### config.mk
export PLATFORM = sky130hd
export DESIGN_NAME = scan_xfer_receiver_flat
export DESIGN_NICKNAME = d
export VERILOG_FILES = /design/src/rtl/scan_xfer_receiver_if.sv /design/src/rtl/scan_xfer_receiver.sv /design/src/flat_wrapper.sv
export SDC_FILE = /design/constraint.sdc
export NUM_CORES = 1
export LEC_CHECK = 0
export BUFFER_PORTS_ARGS = -buffer_cell sky130_fd_sc_hd__buf_2
export CAP_MARGIN = 20
export CORE_ASPECT_RATIO = 1.4
export CORE_MARGIN = 8
export CORE_UTILIZATION = 54
export DETAILED_ROUTE_END_ITERATION = 8
export HOLD_SLACK_MARGIN = 0.1
export PLACE_DENSITY = 0.8
export SYNTH_ARGS = -nofsm -noshare
export SYNTH_HDL_FRONTEND = slang
export SYNTH_SLANG_ARGS = --single-unit
### constraint.sdc
create_clock -name clk -period 2.5 [get_ports clk]
set_input_delay 0.5 -clock clk [delete_from_list [all_inputs] [get_ports clk]]
set_output_delay 0.5 -clock clk [all_outputs]
set_load 0.05 [all_outputs]
### src/rtl/scan_xfer_receiver_if.sv
// Scanner transfer bus: 4-phase req/ack byte push from the transmitter plus the
// local consumer read port and FIFO status seen by the receiver.
interface scan_xfer_receiver_if;
    logic       transfer_req;
    logic [7:0] transfer_data;
    logic       transfer_par;
    logic       transfer_ack;
    logic       rd_en;
    logic [7:0] rd_data;
    logic       rd_valid;
    logic [7:0] data_count;
    logic       full;
    logic       empty;
    logic [7:0] par_err_count;

    modport master (
        output transfer_req, transfer_data, transfer_par, rd_en,
        input  transfer_ack, rd_data, rd_valid, data_count, full, empty, par_err_count
    );

    modport slave (
        input  transfer_req, transfer_data, transfer_par, rd_en,
        output transfer_ack, rd_data, rd_valid, data_count, full, empty, par_err_count
    );
endinterface

### src/rtl/scan_xfer_receiver.sv
// Receiving end of the scanner transfer: synchronised 4-phase req/ack into a byte FIFO.
// Optional XFER_PARITY_EN drops bytes with bad even parity and counts them.
module scan_xfer_receiver #(
    parameter int unsigned DEPTH = 16,
    parameter int unsigned AW    = 4
) (
    input logic                 clk,
    input logic                 rst,
    scan_xfer_receiver_if.slave bus
);

    typedef enum logic [1:0] {
        StIdle,
        StAck,
        StReleaseWait
    } state_e;

    localparam logic [AW:0]   FullCount = DEPTH[AW:0];
    localparam logic [AW:0]   CountOne  = 1;
    localparam logic [AW-1:0] PtrOne    = 1;

    state_e      state_q;
    logic        ack_q;
    logic        req_meta_q;
    logic        req_s_q;
    logic [7:0]  mem [DEPTH];
    logic [AW-1:0] wr_ptr_q;
    logic [AW-1:0] rd_ptr_q;
    logic [AW:0] count_q;
    logic [AW:0] count_d;
    logic        full_q;
    logic        empty_q;
    logic [7:0]  rd_data_q;
    logic        rd_valid_q;
    logic        par_ok;
    logic        accept;
    logic        wr_fire;
    logic        rd_fire;

    always_ff @(posedge clk or negedge rst) begin
        if (!rst) begin
            req_meta_q <= 1'b0;
            req_s_q    <= 1'b0;
        end else begin
            req_meta_q <= bus.transfer_req;
            req_s_q    <= req_meta_q;
        end
    end

    // Full is checked against the registered flag, so a read in the same cycle
    // cannot make room for a write until the following edge.
    always_comb begin
        accept  = (state_q == StIdle) && req_s_q && !full_q;
        wr_fire = accept && par_ok;
        rd_fire = bus.rd_en && !empty_q;
    end

    always_ff @(posedge clk or negedge rst) begin
        if (!rst) begin
            state_q <= StIdle;
            ack_q   <= 1'b0;
        end else begin
            unique case (state_q)
                StIdle: begin
                    if (accept) begin
                        ack_q   <= 1'b1;
                        state_q <= par_ok ? StAck : StReleaseWait;
                    end
                end
                StAck, StReleaseWait: begin
                    if (!req_s_q) begin
                        ack_q   <= 1'b0;
                        state_q <= StIdle;
                    end
                end
                default: begin
                    ack_q   <= 1'b0;
                    state_q <= StIdle;
                end
            endcase
        end
    end

    always_comb begin
        count_d = count_q;
        unique case ({wr_fire, rd_fire})
            2'b10:   count_d = count_q + CountOne;
            2'b01:   count_d = count_q - CountOne;
            default: count_d = count_q;
        endcase
    end

    always_ff @(posedge clk) begin
        if (wr_fire) begin
            mem[wr_ptr_q] <= bus.transfer_data;
        end
    end

    always_ff @(posedge clk or negedge rst) begin
        if (!rst) begin
            wr_ptr_q   <= '0;
            rd_ptr_q   <= '0;
            count_q    <= '0;
            full_q     <= 1'b0;
            empty_q    <= 1'b1;
            rd_data_q  <= 8'd0;
            rd_valid_q <= 1'b0;
        end else begin
            count_q    <= count_d;
            full_q     <= (count_d == FullCount);
            empty_q    <= (count_d == '0);
            rd_valid_q <= rd_fire;
            if (wr_fire) begin
                wr_ptr_q <= wr_ptr_q + PtrOne;
            end
            if (rd_fire) begin
                rd_data_q <= mem[rd_ptr_q];
                rd_ptr_q  <= rd_ptr_q + PtrOne;
            end
        end
    end

`ifdef XFER_PARITY_EN
    logic       drop;
    logic [7:0] par_err_q;

    assign par_ok = ((^bus.transfer_data) == bus.transfer_par);
    assign drop   = accept && !par_ok;

    always_ff @(posedge clk or negedge rst) begin
        if (!rst) begin
            par_err_q <= 8'd0;
        end else if (drop && (par_err_q != 8'hFF)) begin
            par_err_q <= par_err_q + 8'd1;
        end
    end

    assign bus.par_err_count = par_err_q;
`else
    logic unused_par;

    assign par_ok            = 1'b1;
    assign unused_par        = bus.transfer_par;
    assign bus.par_err_count = 8'd0;
`endif

    assign bus.transfer_ack = ack_q;
    assign bus.rd_data      = rd_data_q;
    assign bus.rd_valid     = rd_valid_q;
    assign bus.data_count   = 8'(count_q);
    assign bus.full         = full_q;
    assign bus.empty        = empty_q;

endmodule

### src/flat_wrapper.sv
// flat-port wrapper written by rule: the top's interface ports become plain ports
module scan_xfer_receiver_flat 
#(
    parameter int unsigned DEPTH = 16,
    parameter int unsigned AW    = 4
)
  (clk, rst, bus_transfer_req, bus_transfer_data, bus_transfer_par, bus_rd_en, bus_transfer_ack, bus_rd_data, bus_rd_valid, bus_data_count, bus_full, bus_empty, bus_par_err_count);
  scan_xfer_receiver_if bus_i ();
  input logic clk;
  input logic rst;
  input wire logic [$bits(bus_i.transfer_req)-1:0] bus_transfer_req;
  input wire logic [$bits(bus_i.transfer_data)-1:0] bus_transfer_data;
  input wire logic [$bits(bus_i.transfer_par)-1:0] bus_transfer_par;
  input wire logic [$bits(bus_i.rd_en)-1:0] bus_rd_en;
  output wire logic [$bits(bus_i.transfer_ack)-1:0] bus_transfer_ack;
  output wire logic [$bits(bus_i.rd_data)-1:0] bus_rd_data;
  output wire logic [$bits(bus_i.rd_valid)-1:0] bus_rd_valid;
  output wire logic [$bits(bus_i.data_count)-1:0] bus_data_count;
  output wire logic [$bits(bus_i.full)-1:0] bus_full;
  output wire logic [$bits(bus_i.empty)-1:0] bus_empty;
  output wire logic [$bits(bus_i.par_err_count)-1:0] bus_par_err_count;
  assign bus_i.transfer_req = bus_transfer_req;
  assign bus_i.transfer_data = bus_transfer_data;
  assign bus_i.transfer_par = bus_transfer_par;
  assign bus_i.rd_en = bus_rd_en;
  assign bus_transfer_ack = bus_i.transfer_ack;
  assign bus_rd_data = bus_i.rd_data;
  assign bus_rd_valid = bus_i.rd_valid;
  assign bus_data_count = bus_i.data_count;
  assign bus_full = bus_i.full;
  assign bus_empty = bus_i.empty;
  assign bus_par_err_count = bus_i.par_err_count;
  scan_xfer_receiver #(.DEPTH(DEPTH), .AW(AW)) u_core (.clk(clk), .rst(rst), .bus(bus_i));
endmodule
# Word level (Yosys, flattened, before mapping)
# Memories as Yosys holds them, arrays and structs flattened. A register that Yosys moved wholly into a read port is not among the register bits.
# Index checks and enable logic that the tools add are counted.
[totals] inputBits=13 out_inout_bits=28 register_bits=21 ram_bits=128 memories=1
[classes] n_mux=9 n_reduce_logical=10 add_sub_neg=4 n_eq_ne=7
[memory_table] name="u_core.mem" depth=16 width=8 read_ports=1 rd_clocked_by_memory_dff=1 write_ports=1 line="scan_xfer_receiver.sv:26" source="logic [7:0] mem [DEPTH];"
[op_table] operator="$pmux W5 S2" count=1
[op_table] operator="$add A4 B1 Y4 const B" count=2
[op_table] operator="$add A5 B1 Y5 const B" count=1
[op_table] operator="$eq A5 B5 Y1 const B" count=1
[op_table] operator="$logic_not A5 Y1" count=1
[op_table] operator="$sub A5 B1 Y5 const B" count=1
[op_table] operator="$eq A2 B1 Y1 const B" count=2
[op_table] operator="$eq A2 B2 Y1 const B" count=2
[op_table] operator="$mux W1" count=4
[op_table] operator="$mux W2" count=2
[op_table] operator="$pmux W2 S2" count=1
[op_table] operator="$logic_and A1 B1 Y1" count=3
[op_table] operator="$logic_not A1 Y1" count=3
[op_table] operator="$logic_not A2 Y1" count=1
[op_table] operator="$ne A2 B1 Y1 const B" count=1
[op_table] operator="$ne A2 B2 Y1 const B" count=1
[op_table] operator="$pmux W1 S2" count=1
[op_table] operator="$reduce_and A2 Y1" count=1
[op_table] operator="$reduce_or A2 Y1" count=1

# Depth between registers and ports, before layout
[depth] depth_word=6 ltp_mapped=11 mapped_depth_nobuf=9

# Worst setup path after synthesis
# OpenSTA, ideal clock, no wires.
[synth_timing] path_type="register -> register" start="register u_core.empty_q (netlist: u_core.bus.empty)" end="register u_core.empty_q (netlist: u_core.bus.empty)" setup_time_ns=0.062 stages_incl_launch_ff=10 t_arrival_ns=2.664 setup_slack_ns=-0.226 synth_period_minus_slack_ns=2.726 t_required_ns=2.438 cell_sequence="dfstp_2 nand2b_1 buf_2 buf_4 inv_1 ha_1 clkbuf_1 or3b_2 a31o_2 and4bb_2"
[synth_between] elab_chain_len=5 word_cells_on_any_way=6 classes_between="eq/ne: 2; mux: 1; reduce/logical: 3"
[synth_rtl] element="from (decl)" line="scan_xfer_receiver.sv:32" source="logic empty_q;"
[synth_rtl] element="from (signal assigned)" line="scan_xfer_receiver.sv:111" source="empty_q <= (count_d == '0);"
[synth_rtl] element="$logic_not A1 Y1 (*)" line="scan_xfer_receiver.sv:55" source="rd_fire = bus.rd_en && !empty_q;"
[synth_rtl] element="$logic_and A1 B1 Y1 (*)" line="scan_xfer_receiver.sv:55"
[synth_rtl] element="$eq A2 B1 Y1 or $eq A2 B2 Y1 (tied branches)" line="scan_xfer_receiver.sv:86" source="unique case ({wr_fire, rd_fire})"
[synth_rtl] element="$pmux W5 S2 (*)" line="scan_xfer_receiver.sv:86"
[synth_rtl] element="$logic_not A5 Y1 (*)" line="scan_xfer_receiver.sv:111"
# Every way passes the cells marked *; elsewhere a longest branch is shown, timed or not.
# A chain may end at the register's enable or synchronous reset.

# Final worst setup path
[layout_timing] start="register u_core.full_q (netlist: u_core.bus.full)" end="register u_core.empty_q (netlist: u_core.bus.empty)"
[layout_between] elab_chain_len=5 word_cells_on_any_way=6 classes_between="eq/ne: 2; mux: 1; reduce/logical: 3"
[layout_rtl] element="from (decl)" line="scan_xfer_receiver.sv:31" source="logic full_q;"
[layout_rtl] element="from (signal assigned)" line="scan_xfer_receiver.sv:110" source="full_q <= (count_d == FullCount);"
[layout_rtl] element="$logic_not A1 Y1 (*)" line="scan_xfer_receiver.sv:53" source="accept = (state_q == StIdle) && req_s_q && !full_q;"
[layout_rtl] element="$logic_and A1 B1 Y1 (*)" line="scan_xfer_receiver.sv:53"
[layout_rtl] element="$eq A2 B1 Y1 or $eq A2 B2 Y1 (tied branches)" line="scan_xfer_receiver.sv:86"
[layout_rtl] element="$pmux W5 S2 (*)" line="scan_xfer_receiver.sv:86"
[layout_rtl] element="$logic_not A5 Y1 (*)" line="scan_xfer_receiver.sv:111"
# Marked as above.

==> results.cfg <==
[grt]
track_usage = 0.1740
grt_pass1_wl_mm = 19.35
grtUsageMet2 = 0.3041
grt_busiest_layer = met2
grt_max_degree = 36
grt_use_met3 = 0.05275
grtUsageMet1 = 0.1758
grt_pass1_vias = 3436
antenna_found_initial = 0
grt_overflow = 0

[synth]
avgSynthCellArea_um2 = 18.89
synth-simple-area-share = 0.05843
synth.area.mux_share = 0.1548
synth_flop_cell = edfxtp_1
ys_seq_area_frac = 0.7061
synth_top_family_by_area = multiplexers
synth_xor_area_frac = 0.01368
synthAdderAreaFrac = 0.01368
ys_seq_elements = 155
synth_area_um2 = 6402
ys_async_sr_fraction = 0.1742
synth_compound_area_frac = 0.01427
synth.distinct_cells = 46
syn_inst = 339
synth_edf_count = 128
yosysWarnings = 0

[power]
ir_drop_uv = 502.1
combPwrFrac = 0.300
power_frac_seq = 0.404
power.density_nw_per_um2 = 1163
p_sw_frac = 0.3222
p_clk_frac = 0.296
switchingPower_mw = 2.759
power.internal_mw = 5.804
power_leakage_nw = 2.660

[die]
start_util = 0.5471
io_pins = 41
num_rows = 47
die_area_um2 = 15650
die_h_um = 144.8
die_width_um = 108.0
coreArea_um2 = 11700

[placement]
hpwl_mm = 7.931
port_buffers = 28
gp_congestion = 0.7786
place_area_um2 = 6744

[clock_tree]
clock-root-buffer = clkbuf_16
cts_tree = yes
h-tree-depth = 4
clock_path_buffers = 2
clk_pin_slew_ns = 0.06
numCtsBuffers = 17
worstSkewPairLatency_ns = 0.42
cts_sinks = 155

[timing]
worst_pin_slew_ns = 0.6420
fin_crit_ns = 2.392
hold_viol_final = 0
fmax_ghz = 0.4180
setup_viol = 0
slew_headroom = 0.5720
rsz0062_at_grt = false
finClkSkew_ns = 0.01190
fin_crit_sh = 0.9570
holdWs_ns = 0.1984
final_max_slew_viol_count = 0

[finish]
num_antenna_cells = 0
area_growth_syn_to_layout_pct = 15.01
nets = 410
fillCellCount = 779
final_cell_area_um2 = 7363
drive_above_1_share = 0.2786

[setup_path]
start_kind = flip-flop
endpoint_kind = flip-flop
crit_type = reg2reg
rr_worst_depth = 9
cp-endpoint = u_core.bus.empty
ff2ff_setup_slack_ns = 0.11
crit_fanout = 4
critPathLaunch = u_core.bus.full
reg2reg_from = u_core.bus.full
worstPathArrival_ns = 2.75
cp.required_ns = 2.85
r2r_end = u_core.bus.empty

[routing]
num_vias = 3237
ant_nets = 0
drcViolationCount = 0
viasPerCell = 5.896
drt-wirelength-per-cell_um = 22.95
firstDrtPassIters = 4
wirelength_mm = 12.60
drt_iter0_drc = 199

[worst_hold_path]
hold_path.class = in2reg
min_from = bus_transfer_req

[job]
cap_violations = 0

[run_status]
status = finished clean
==> area by class of cell <==
| type | count | area (um^2) | share of cell area |
|---|---|---|---|
| Inverter | 6 | 22.52 | 0.003059 |
| Tap cell | 147 | 183.9 | 0.02498 |
| Timing Repair Buffer | 52 | 335.3 | 0.04554 |
| Clock inverter | 10 | 142.6 | 0.01937 |
| Sequential cell | 155 | 4524 | 0.6144 |
| Clock buffer | 21 | 440.4 | 0.05981 |
| Multi-Input combinational cell | 158 | 1714 | 0.2328 |
==> layout by cell type (no fill, tap or decap), types with 4 or more instances in the layout <==
master,count
ha_1,5
buf_2,28
conb_1,11
inv_1,4
nor2_1,14
nand2_1,35
mux4_2,19
mux4_1,21
nor3_1,4
edfxtp_1,128
clkbuf_1,4
xnor2_1,7
clkbuf_16,17
dfrtp_1,23
buf_4,22
==> worst min-delay path by stage <==
stage	to	slack [ns]	depth (start not counted)
floorplan	u_core.bus.full	0.20	0
global placement	u_core.req_s_q	0.34	0
detailed placement	u_core.req_s_q	0.36	0
CTS	u_core.req_meta_q	0.18	1
global route	u_core.req_meta_q	0.19	1
finish	u_core.req_meta_q	0.20	1
==> power groups by stage <==
stage,Combinational (mW),Clock (mW),Sequential [mW]
floorplan,1.76,0,3.71
detailed placement,2.51,0,3.50
CTS,2.57,2.58,3.46
global placement,2.43,0,3.48
finish,2.57,2.53,3.46
global route,2.73,2.67,3.51
==> what timing repair did <==
| item | 4_1_cts | 5_1_grt |
|---|---|---|
| endpoints found under the setup margin | 1 | 2 |
| gates cloned | 0 | 0 |
| buffers inserted | 0 | 1 |
| hold endpoints to repair | 26 | 0 |
| hold buffers | 1 | 0 |
| pin swaps | 0 | 1 |
| resized for setup | 1 | 3 |
==> sequential cells by signal (all words and copies together) (netlist names) <==
name,cells
u_core.bus.full,1
u_core.wr_ptr_q,4
u_core.bus.empty,1
u_core.req_meta_q,1
u_core.bus.rd_valid,1
u_core.count_q,5
u_core.bus.rd_data,8
u_core.req_s_q,1
u_core.bus.transfer_ack,1
u_core.mem,128
u_core.rd_ptr_q,4
==> critical path, stage by stage, from the launching register on <==
cell	delay (ns)
dfrtp_2	0.43
nor3b_4	0.26
nor2_1	0.10
xor2_1	0.15
ha_2	0.23
a21oi_1	0.06
or3_4	0.35
a21o_1	0.18
a31o_2	0.27
and4bb_2	0.29
==> through the flow <==
stage | setup slack, ns | instances | util | setup TNS (ns) | total power, mW
floorplan | 0.01234 | 349 | - | 0 | 5.463
global placement | 0.1046 | 516 | 0.5763 | 0 | 5.902
detailed placement | -0.003712 | 516 | 0.5763 | -0.003712 | 6.008
CTS | 0.01625 | 548 | 0.6275 | 0 | 8.606
global route | 0.01264 | 549 | 0.6292 | 0 | 8.909
finish | 0.1075 | 549 | 0.6292 | 0 | 8.563
==> kinds of logic after synthesis <==
kind of cell               after synthesis
AOI/OAI and AO/OA                       13
xor gates and xnor gates                10
adders and majority gates                7
buffers and inverters                   36
DFF                                    155
muxes                                   41
other                                    1
and+or+nand+nor                         76
==> Yosys cell counts (5+ instances only) <==
library cell,count,area (um^2)
xnor2_1,7,61.31
dfrtp_1,26,650.6
nor2_1,14,52.55
mux4_1,21,551.8
ha_1,7,87.58
inv_1,5,18.77
mux4_2,19,427.9
buf_4,16,120.1
nand2_1,35,131.4
edfxtp_1,128,3844
==> routing by layer <==
layer,vias up,share of wire
li1,1412,-
met2,106,0.55
met5,-,0
met1,1685,0.36
met3,34,0.056
met4,0,0.032
(Power assumes the default switching activity.)
